$ cat src/rtl/apl_l2_uram_rd_pkg.sv
// Shared constants, types and helpers for the per-channel L2 URAM read stage.
// Every other file of this block imports this package.
package apl_l2_uram_rd_pkg;

  localparam int unsigned L2NStrms  = 16;
  localparam int unsigned L2NStrmsW = $clog2(L2NStrms);
  localparam int unsigned L2Ncl     = 256;
  localparam int unsigned L2NclW    = $clog2(L2Ncl);
  localparam int unsigned UramLat   = 3;
  localparam int unsigned Depth     = 4;
  localparam int unsigned CredW     = $clog2(Depth + 1);
  localparam int unsigned UramAw    = L2NStrmsW + L2NclW;

  typedef logic [L2NStrmsW-1:0] sid_t;
  typedef logic [L2NclW-1:0]    ptr_t;
  typedef logic [L2NStrms-1:0]  strm_vec_t;
  typedef logic [CredW-1:0]     cred_t;

  // The sid field is the upper part, so the packed value is sid*L2Ncl + ptr.
  typedef struct packed {
    sid_t sid;
    ptr_t ptr;
  } l2_rd_t;

  function automatic strm_vec_t base_decode_le(input sid_t sid, input logic en);
    strm_vec_t vec;
    vec = '0;
    if (en) vec[sid] = 1'b1;
    return vec;
  endfunction

endpackage

$ cat src/rtl/apl_l2_uram_rd_if.sv
// Request, URAM and response signals of one L2 read channel.
// The master modport is the upstream/consumer side; the slave modport is the read stage.
interface apl_l2_uram_rd_if;
  import apl_l2_uram_rd_pkg::*;

  logic              addr_v;
  logic              addr_r;
  sid_t              addr_sid;
  ptr_t              addr_ptr;
  logic              uram_re;
  logic [UramAw-1:0] uram_addr;
  strm_vec_t         rsp_v;
  strm_vec_t         rsp_r;
  sid_t              rsp_sid;
  cred_t             credits;

  modport master (
    output addr_v, addr_sid, addr_ptr, rsp_r,
    input  addr_r, uram_re, uram_addr, rsp_v, rsp_sid, credits
  );

  modport slave (
    input  addr_v, addr_sid, addr_ptr, rsp_r,
    output addr_r, uram_re, uram_addr, rsp_v, rsp_sid, credits
  );

endinterface

$ cat src/rtl/apl_l2_uram_rd_fifo.sv
// Depth-entry stream-id FIFO holding responses whose URAM data has arrived.
// The head is read straight from registered storage.
module apl_l2_uram_rd_fifo
  import apl_l2_uram_rd_pkg::*;
(
  input  logic clk_i,
  input  logic rst_i,
  input  logic push_i,
  input  sid_t push_sid_i,
  input  logic pop_i,
  output logic empty_o,
  output logic full_o,
  output sid_t head_sid_o
);

  localparam int unsigned PtrW = (Depth > 1) ? $clog2(Depth) : 1;

  sid_t            mem_q [Depth];
  sid_t            mem_d [Depth];
  logic [PtrW-1:0] wr_ptr_q, wr_ptr_d;
  logic [PtrW-1:0] rd_ptr_q, rd_ptr_d;
  cred_t           count_q, count_d;

  function automatic logic [PtrW-1:0] ptr_inc(input logic [PtrW-1:0] p);
    return (p == PtrW'(Depth - 1)) ? '0 : p + PtrW'(1);
  endfunction

  assign empty_o    = (count_q == '0);
  assign full_o     = (count_q == cred_t'(Depth));
  assign head_sid_o = mem_q[rd_ptr_q];

  always_comb begin
    mem_d    = mem_q;
    wr_ptr_d = wr_ptr_q;
    rd_ptr_d = rd_ptr_q;
    count_d  = count_q;
    if (push_i) begin
      mem_d[wr_ptr_q] = push_sid_i;
      wr_ptr_d        = ptr_inc(wr_ptr_q);
    end
    if (pop_i) begin
      rd_ptr_d = ptr_inc(rd_ptr_q);
    end
    unique case ({push_i, pop_i})
      2'b10:   count_d = count_q + cred_t'(1);
      2'b01:   count_d = count_q - cred_t'(1);
      default: count_d = count_q;
    endcase
  end

  always_ff @(posedge clk_i or posedge rst_i) begin
    if (rst_i) begin
      mem_q    <= '{default: '0};
      wr_ptr_q <= '0;
      rd_ptr_q <= '0;
      count_q  <= '0;
    end else begin
      mem_q    <= mem_d;
      wr_ptr_q <= wr_ptr_d;
      rd_ptr_q <= rd_ptr_d;
      count_q  <= count_d;
    end
  end

  // Credits bound the reads in flight, so the FIFO can never overflow or underflow.
  a_no_push_full: assert property (@(posedge clk_i) disable iff (rst_i) !(push_i && full_o));
  a_no_pop_empty: assert property (@(posedge clk_i) disable iff (rst_i) !(pop_i && empty_o));

endmodule

$ cat src/rtl/apl_l2_uram_rd.sv
// Per-channel L2 read stage: credit-gated request accept, registered URAM read port,
// fixed-latency delay line and an in-order one-hot response queue.
module apl_l2_uram_rd
  import apl_l2_uram_rd_pkg::*;
(
  input logic              clk,
  input logic              reset,
  apl_l2_uram_rd_if.slave  bus
);

  cred_t     credits_q, credits_d;
  logic      uram_re_q, uram_re_d;
  l2_rd_t    uram_addr_q, uram_addr_d;
  logic      dl_v_q [UramLat];
  logic      dl_v_d [UramLat];
  sid_t      dl_sid_q [UramLat];
  sid_t      dl_sid_d [UramLat];

  logic      accept;
  logic      pop;
  logic      fifo_empty;
  logic      fifo_full;
  sid_t      head_sid;
  strm_vec_t rsp_v;

  // Ready comes only from the credit register; reset is gated in so ready stays low during reset.
  assign bus.addr_r = (credits_q != '0) && !reset;
  assign accept     = bus.addr_v && bus.addr_r;

  assign rsp_v = base_decode_le(head_sid, !fifo_empty);
  assign pop   = |(rsp_v & bus.rsp_r);

  assign bus.uram_re   = uram_re_q;
  assign bus.uram_addr = uram_addr_q;
  assign bus.rsp_v     = rsp_v;
  assign bus.rsp_sid   = head_sid;
  assign bus.credits   = credits_q;

  always_comb begin
    credits_d   = credits_q;
    uram_re_d   = accept;
    uram_addr_d = uram_addr_q;
    if (accept) begin
      uram_addr_d = '{sid: bus.addr_sid, ptr: bus.addr_ptr};
    end
    unique case ({accept, pop})
      2'b10:   credits_d = credits_q - cred_t'(1);
      2'b01:   credits_d = credits_q + cred_t'(1);
      default: credits_d = credits_q;
    endcase
  end

  // Stage 0 follows the URAM read-enable register, so the last stage lines up with read data.
  always_comb begin
    dl_v_d      = dl_v_q;
    dl_sid_d    = dl_sid_q;
    dl_v_d[0]   = uram_re_q;
    dl_sid_d[0] = uram_addr_q.sid;
    for (int i = 1; i < UramLat; i++) begin
      dl_v_d[i]   = dl_v_q[i-1];
      dl_sid_d[i] = dl_sid_q[i-1];
    end
  end

  always_ff @(posedge clk or posedge reset) begin
    if (reset) begin
      credits_q   <= cred_t'(Depth);
      uram_re_q   <= 1'b0;
      uram_addr_q <= '0;
      dl_v_q      <= '{default: 1'b0};
      dl_sid_q    <= '{default: '0};
    end else begin
      credits_q   <= credits_d;
      uram_re_q   <= uram_re_d;
      uram_addr_q <= uram_addr_d;
      dl_v_q      <= dl_v_d;
      dl_sid_q    <= dl_sid_d;
    end
  end

  apl_l2_uram_rd_fifo u_rsp_fifo (
    .clk_i      (clk),
    .rst_i      (reset),
    .push_i     (dl_v_q[UramLat-1]),
    .push_sid_i (dl_sid_q[UramLat-1]),
    .pop_i      (pop),
    .empty_o    (fifo_empty),
    .full_o     (fifo_full),
    .head_sid_o (head_sid)
  );

  a_credits_max: assert property (@(posedge clk) disable iff (reset) credits_q <= cred_t'(Depth));

endmodule

$ cat src/flat_wrapper.sv
// flat-port wrapper written by rule: the top's interface ports become plain ports
module apl_l2_uram_rd_flat import apl_l2_uram_rd_pkg::*;
  (clk, reset, bus_addr_v, bus_addr_sid, bus_addr_ptr, bus_rsp_r, bus_addr_r, bus_uram_re, bus_uram_addr, bus_rsp_v, bus_rsp_sid, bus_credits);
  apl_l2_uram_rd_if bus_i ();
  input logic clk;
  input logic reset;
  input wire logic [$bits(bus_i.addr_v)-1:0] bus_addr_v;
  input wire logic [$bits(bus_i.addr_sid)-1:0] bus_addr_sid;
  input wire logic [$bits(bus_i.addr_ptr)-1:0] bus_addr_ptr;
  input wire logic [$bits(bus_i.rsp_r)-1:0] bus_rsp_r;
  output wire logic [$bits(bus_i.addr_r)-1:0] bus_addr_r;
  output wire logic [$bits(bus_i.uram_re)-1:0] bus_uram_re;
  output wire logic [$bits(bus_i.uram_addr)-1:0] bus_uram_addr;
  output wire logic [$bits(bus_i.rsp_v)-1:0] bus_rsp_v;
  output wire logic [$bits(bus_i.rsp_sid)-1:0] bus_rsp_sid;
  output wire logic [$bits(bus_i.credits)-1:0] bus_credits;
  assign bus_i.addr_v = bus_addr_v;
  assign bus_i.addr_sid = bus_addr_sid;
  assign bus_i.addr_ptr = bus_addr_ptr;
  assign bus_i.rsp_r = bus_rsp_r;
  assign bus_addr_r = bus_i.addr_r;
  assign bus_uram_re = bus_i.uram_re;
  assign bus_uram_addr = bus_i.uram_addr;
  assign bus_rsp_v = bus_i.rsp_v;
  assign bus_rsp_sid = bus_i.rsp_sid;
  assign bus_credits = bus_i.credits;
  apl_l2_uram_rd u_core (.clk(clk), .reset(reset), .bus(bus_i));
endmodule
$ cat config.mk
export PLATFORM = sky130hd
export DESIGN_NAME = apl_l2_uram_rd_flat
export DESIGN_NICKNAME = d
export VERILOG_FILES = /design/src/rtl/apl_l2_uram_rd_pkg.sv /design/src/rtl/apl_l2_uram_rd_if.sv /design/src/rtl/apl_l2_uram_rd_fifo.sv /design/src/rtl/apl_l2_uram_rd.sv /design/src/flat_wrapper.sv
export SDC_FILE = /design/constraint.sdc
export NUM_CORES = 1
export LEC_CHECK = 0
export CAP_MARGIN = 40
export CORE_MARGIN = 2
export CORE_UTILIZATION = 45
export CTS_BUF_LIST = sky130_fd_sc_hd__clkbuf_8
export CTS_CLUSTER_DIAMETER = 100
export DETAILED_ROUTE_END_ITERATION = 8
export PLACE_DENSITY = 0.76
export SYNTH_ARGS = -nofsm -noshare
export SYNTH_HDL_FRONTEND = slang
export SYNTH_SLANG_ARGS = --single-unit
$ cat constraint.sdc
create_clock -name clk -period 2.8 [get_ports clk]
set_clock_uncertainty 0.1 [all_clocks]
set_input_delay 0.56 -clock clk [delete_from_list [all_inputs] [get_ports clk]]
set_output_delay 0.56 -clock clk [all_outputs]
set_load 0.03 [all_outputs]
==> results.md <==
## Yosys
• **Post-synth EDFFs** 0
• **async set-reset flop share out of synthesis** 100.0%
• **arithmetic-cell share of the synthesized area counting full adders, half adders and majority gates** 5.090%
• **library cell occupying the most area in the post-synthesis netlist** sky130_fd_sc_hd__dfrtp_1
• **number of storage elements in the synthesis netlist** 54
• **number of standard cells after synthesis** 193
• **portion of the post-synthesis area used by sequential elements** 53.94%
• **synthesized net count** 233
• **xor-xnor portion of the synthesized cell area** 2.096%
• **share of the synthesized area in compound gates (AO/OA/AOI/OAI)** 3.743%
• **largest cells by area after synthesis** sky130_fd_sc_hd__dfrtp_1 53%, sky130_fd_sc_hd__mux2_2 13%, sky130_fd_sc_hd__mux4_2 3.6%
• **simple logic cell fraction of the synthesized area** 7.635%
• **dominant combinational cell family by area after synthesis** multiplexers
• **Main synth FF type** sky130_fd_sc_hd__dfrtp_1
• **Distinct cells, synth** 34
• **most instantiated library cell after synthesis** sky130_fd_sc_hd__dfrtp_1
• **synth warn** 0
• **Post-Syn Area per Cell** 12.99 sq um
• **top-area cell type share of the netlist area** 52.89%
• **post-synthesis instance area** 2507 sq um
• **multiplexer share of the synthesized area** 22.70%
• **Post-synth top cells** 53 x sky130_fd_sc_hd__dfrtp_1, 28 x sky130_fd_sc_hd__mux2_2, 24 x sky130_fd_sc_hd__nor2_1

## Final layout
• **post-route core utilization** 68.25%
• **fill cell instance count of the final layout** 399
• **share of post-route cells with drive strength above 1** 41.20%
• **signed area change from the synthesized netlist to the final layout** 48.05%
• **Final Instance Area** 3712 sq um
• **Post-layout nets** 323
• **n_diodes** 0

## Clock network
• **clock latency of the later-clocked register in the worst-skew pair** 0.31 ns
• **clock transition at the registers of the reported paths** 0.10 ns
• **cell at the root of the clock tree** sky130_fd_sc_hd__clkbuf_8
• **Num CTS Buffers** 5
• **buffers from clock root to sink, at most** 2
• **Clock Sink Count** 54
• **CTS tree** yes
• **H-tree depth** 2

## GRT
• **number of antenna violations at the first check in global routing** 0
• **wire length of the first global-routing pass** 8542 microns
• **vias in the first global route** 1811
• **global-route total usage across every layer** 17.57%
• **maximum number of pins on one net before global-route repair** 34
• **GRT Residual Overflow** 0

## Setup path
• **CP Capture Type** flip-flop
• **worst path bufs/invs** 2
• **Arrival @ worst endpoint** 3.02 ns
• **start-to-end type of the worst setup path** reg2reg
• **sequence of cells on the critical path** buf_4, mux4_2, mux2_4, a21oi_4, o221ai_4, ha_4, inv_2, fa_2, mux2_2
• **crit path max-delay cell type** sky130_fd_sc_hd__mux4_2
• **CP delay by family, top** multiplexers
• **Register-to-Register Setup Slack** -0.12 ns
• **required time at the endpoint of the critical path** 2.90 ns
• **startpoint types** flip-flop
• **Critical Path Fanout Max** 4
• **CP max stage delay** 0.57 ns

## STA
• **post-layout min period** 2.920 ns
• **fin. max-slew vios** 0
• **unrepaired setup endpoints after global routing** true
• **actual slew at the worst max-slew pin** 0.4808 ns
• **# setup viols final** 8
• **achievable frequency** 342.4 MHz
• **total count of hold-check failures in the final report** 0
• **final worst-path cycle share** 104.3%
• **Max-slew headroom** 67.90%
• **worst path setup slack after routing** -0.1204 ns

## Floorplanning
• **placeable core region** 5439 sq um
• **Initial Util** 46.10%
• **row count** 27
• **overall die area** 6185 sq um
• **total I/O pin count** 68
• **horizontal extent of the die** 78.65 microns
• **vertical die dimension** 78.65 microns

## Place
• **IO buf count** 67
• **placed cell areas** 3311 sq um
• **DP HPWL** 3613 microns
• **GPL Wtd Cong** 0.8044

## Routing
• **number of vias in the routed layout** 1773
• **post-detailed-route DRC marker count** 0
• **DR pass1 iterations** 4
• **post-detailed-route wirelength per cell** 14.94 microns
• **first-iteration detailed-routing DRC count** 61
• **Final Routed Wirelength** 5318 microns
• **Final ANT Viol Nets** 0
• **via count normalized by instance count** 4.980

## Job
• **Max-cap violations** 0

## Status
• **status** complete, but fails checks
• **violated checks** negative setup slack

## Min path
• **kind of path behind the tightest hold check** reg2reg

cells in the final DEF (no fill, tap or decap), drive strengths merged, types with 2 or more instances in the layout:
cell and count:
a21oi 2, buf 40, clkbuf 5, clkdlybuf4s15 2, clkdlybuf4s50 48, clkinv 2, dfrtp 53, dlygate4sd2 3
fa 2, ha 7, inv 12, mux2 35, mux2i 7, mux4 5, nand2 8, nand2b 2
nand3 3, nor2 24, nor3 2, o21ai 2, or3 2, xnor2 2, xor2 4
cell type report:
class / instances / area [sq um] / area share, %
timing repair buffer: 93 / 904.6 / 24.37
multi-input combinational: 117 / 1230 / 33.13
clock inverter: 3 / 21.27 / 0.5730
clock buffer: 5 / 68.82 / 1.854
sequential: 54 / 1353 / 36.43
inverter: 12 / 45.04 / 1.213
tap: 72 / 90.09 / 2.427
path summary, 6_finish.rpt:
kind                                                from  cells past startpoint                       end
max                        u_core.u_rsp_fifo.rd_ptr_q[0]                      9     u_core.bus.credits[1]
min                                   u_core.dl_sid_d[6]                      0        u_core.dl_sid_d[2]
max in group asynchronous                          reset                      3  u_core.bus.uram_addr[11]
min reg2reg                           u_core.dl_sid_d[6]                      0        u_core.dl_sid_d[2]
min in group asynchronous                          reset                      2   u_core.bus.uram_addr[4]
max reg2reg                u_core.u_rsp_fifo.rd_ptr_q[0]                      9     u_core.bus.credits[1]
timing repair:
action                     in CTS  in global routing
pin swaps                       5                  8
setup buffers                   7                  4
hold buffers                    0                  0
setup endpoints to repair      15                 19
gates resized for setup        19                 39
cloned                          1                  0
per-layer routing:
| metal | GRT usage (%) | vias up | part of all wire [%] |
|---|---|---|---|
| li1 | - | 838 | - |
| met1 | 23.71 | 855 | 45 |
| met4 | 4.386 | 0 | 0.94 |
| met2 | 27.95 | 72 | 46 |
| met5 | 0 | - | 0 |
| met3 | 5.287 | 8 | 8.0 |
cell families after synthesis:
family / count (synthesis)
flops: 54
mux: 46
simple gates: 44
buf+inv: 23
compound gates: 11
fa+ha+maj: 9
xor+xnor: 6
state kept, by name, indices dropped and copies added (netlist names):
register / flops
u_core.u_rsp_fifo.mem_q: 16
u_core.dl_sid_d: 8
u_core.u_rsp_fifo.count_q: 3
u_core.bus.uram_re: 1
u_core.u_rsp_fifo.rd_ptr_q: 2
u_core.dl_sid_q: 4
u_core.u_rsp_fifo.wr_ptr_q: 2
u_core.dl_v_q: 1
u_core.dl_v_d: 2
u_core.bus.credits: 3
u_core.bus.uram_addr: 12
through the flow:
step                      hold slack [ns]  cells  setup WS [ns]  setup TNS (ns)
after floorplan                    0.2312    193        -0.2334         -0.7822
after global placement             0.2334    336        -0.1067         -0.2770
after detailed placement           0.2362    336        -0.1655         -0.4710
after CTS                          0.2630    352        -0.1306         -0.4022
after global routing               0.2676    356        -0.2839          -1.874
final                              0.2550    356        -0.1204         -0.4654
Power is not shown: default switching activity piles up to over one toggle a cycle in this logic, so the estimate is an artifact.
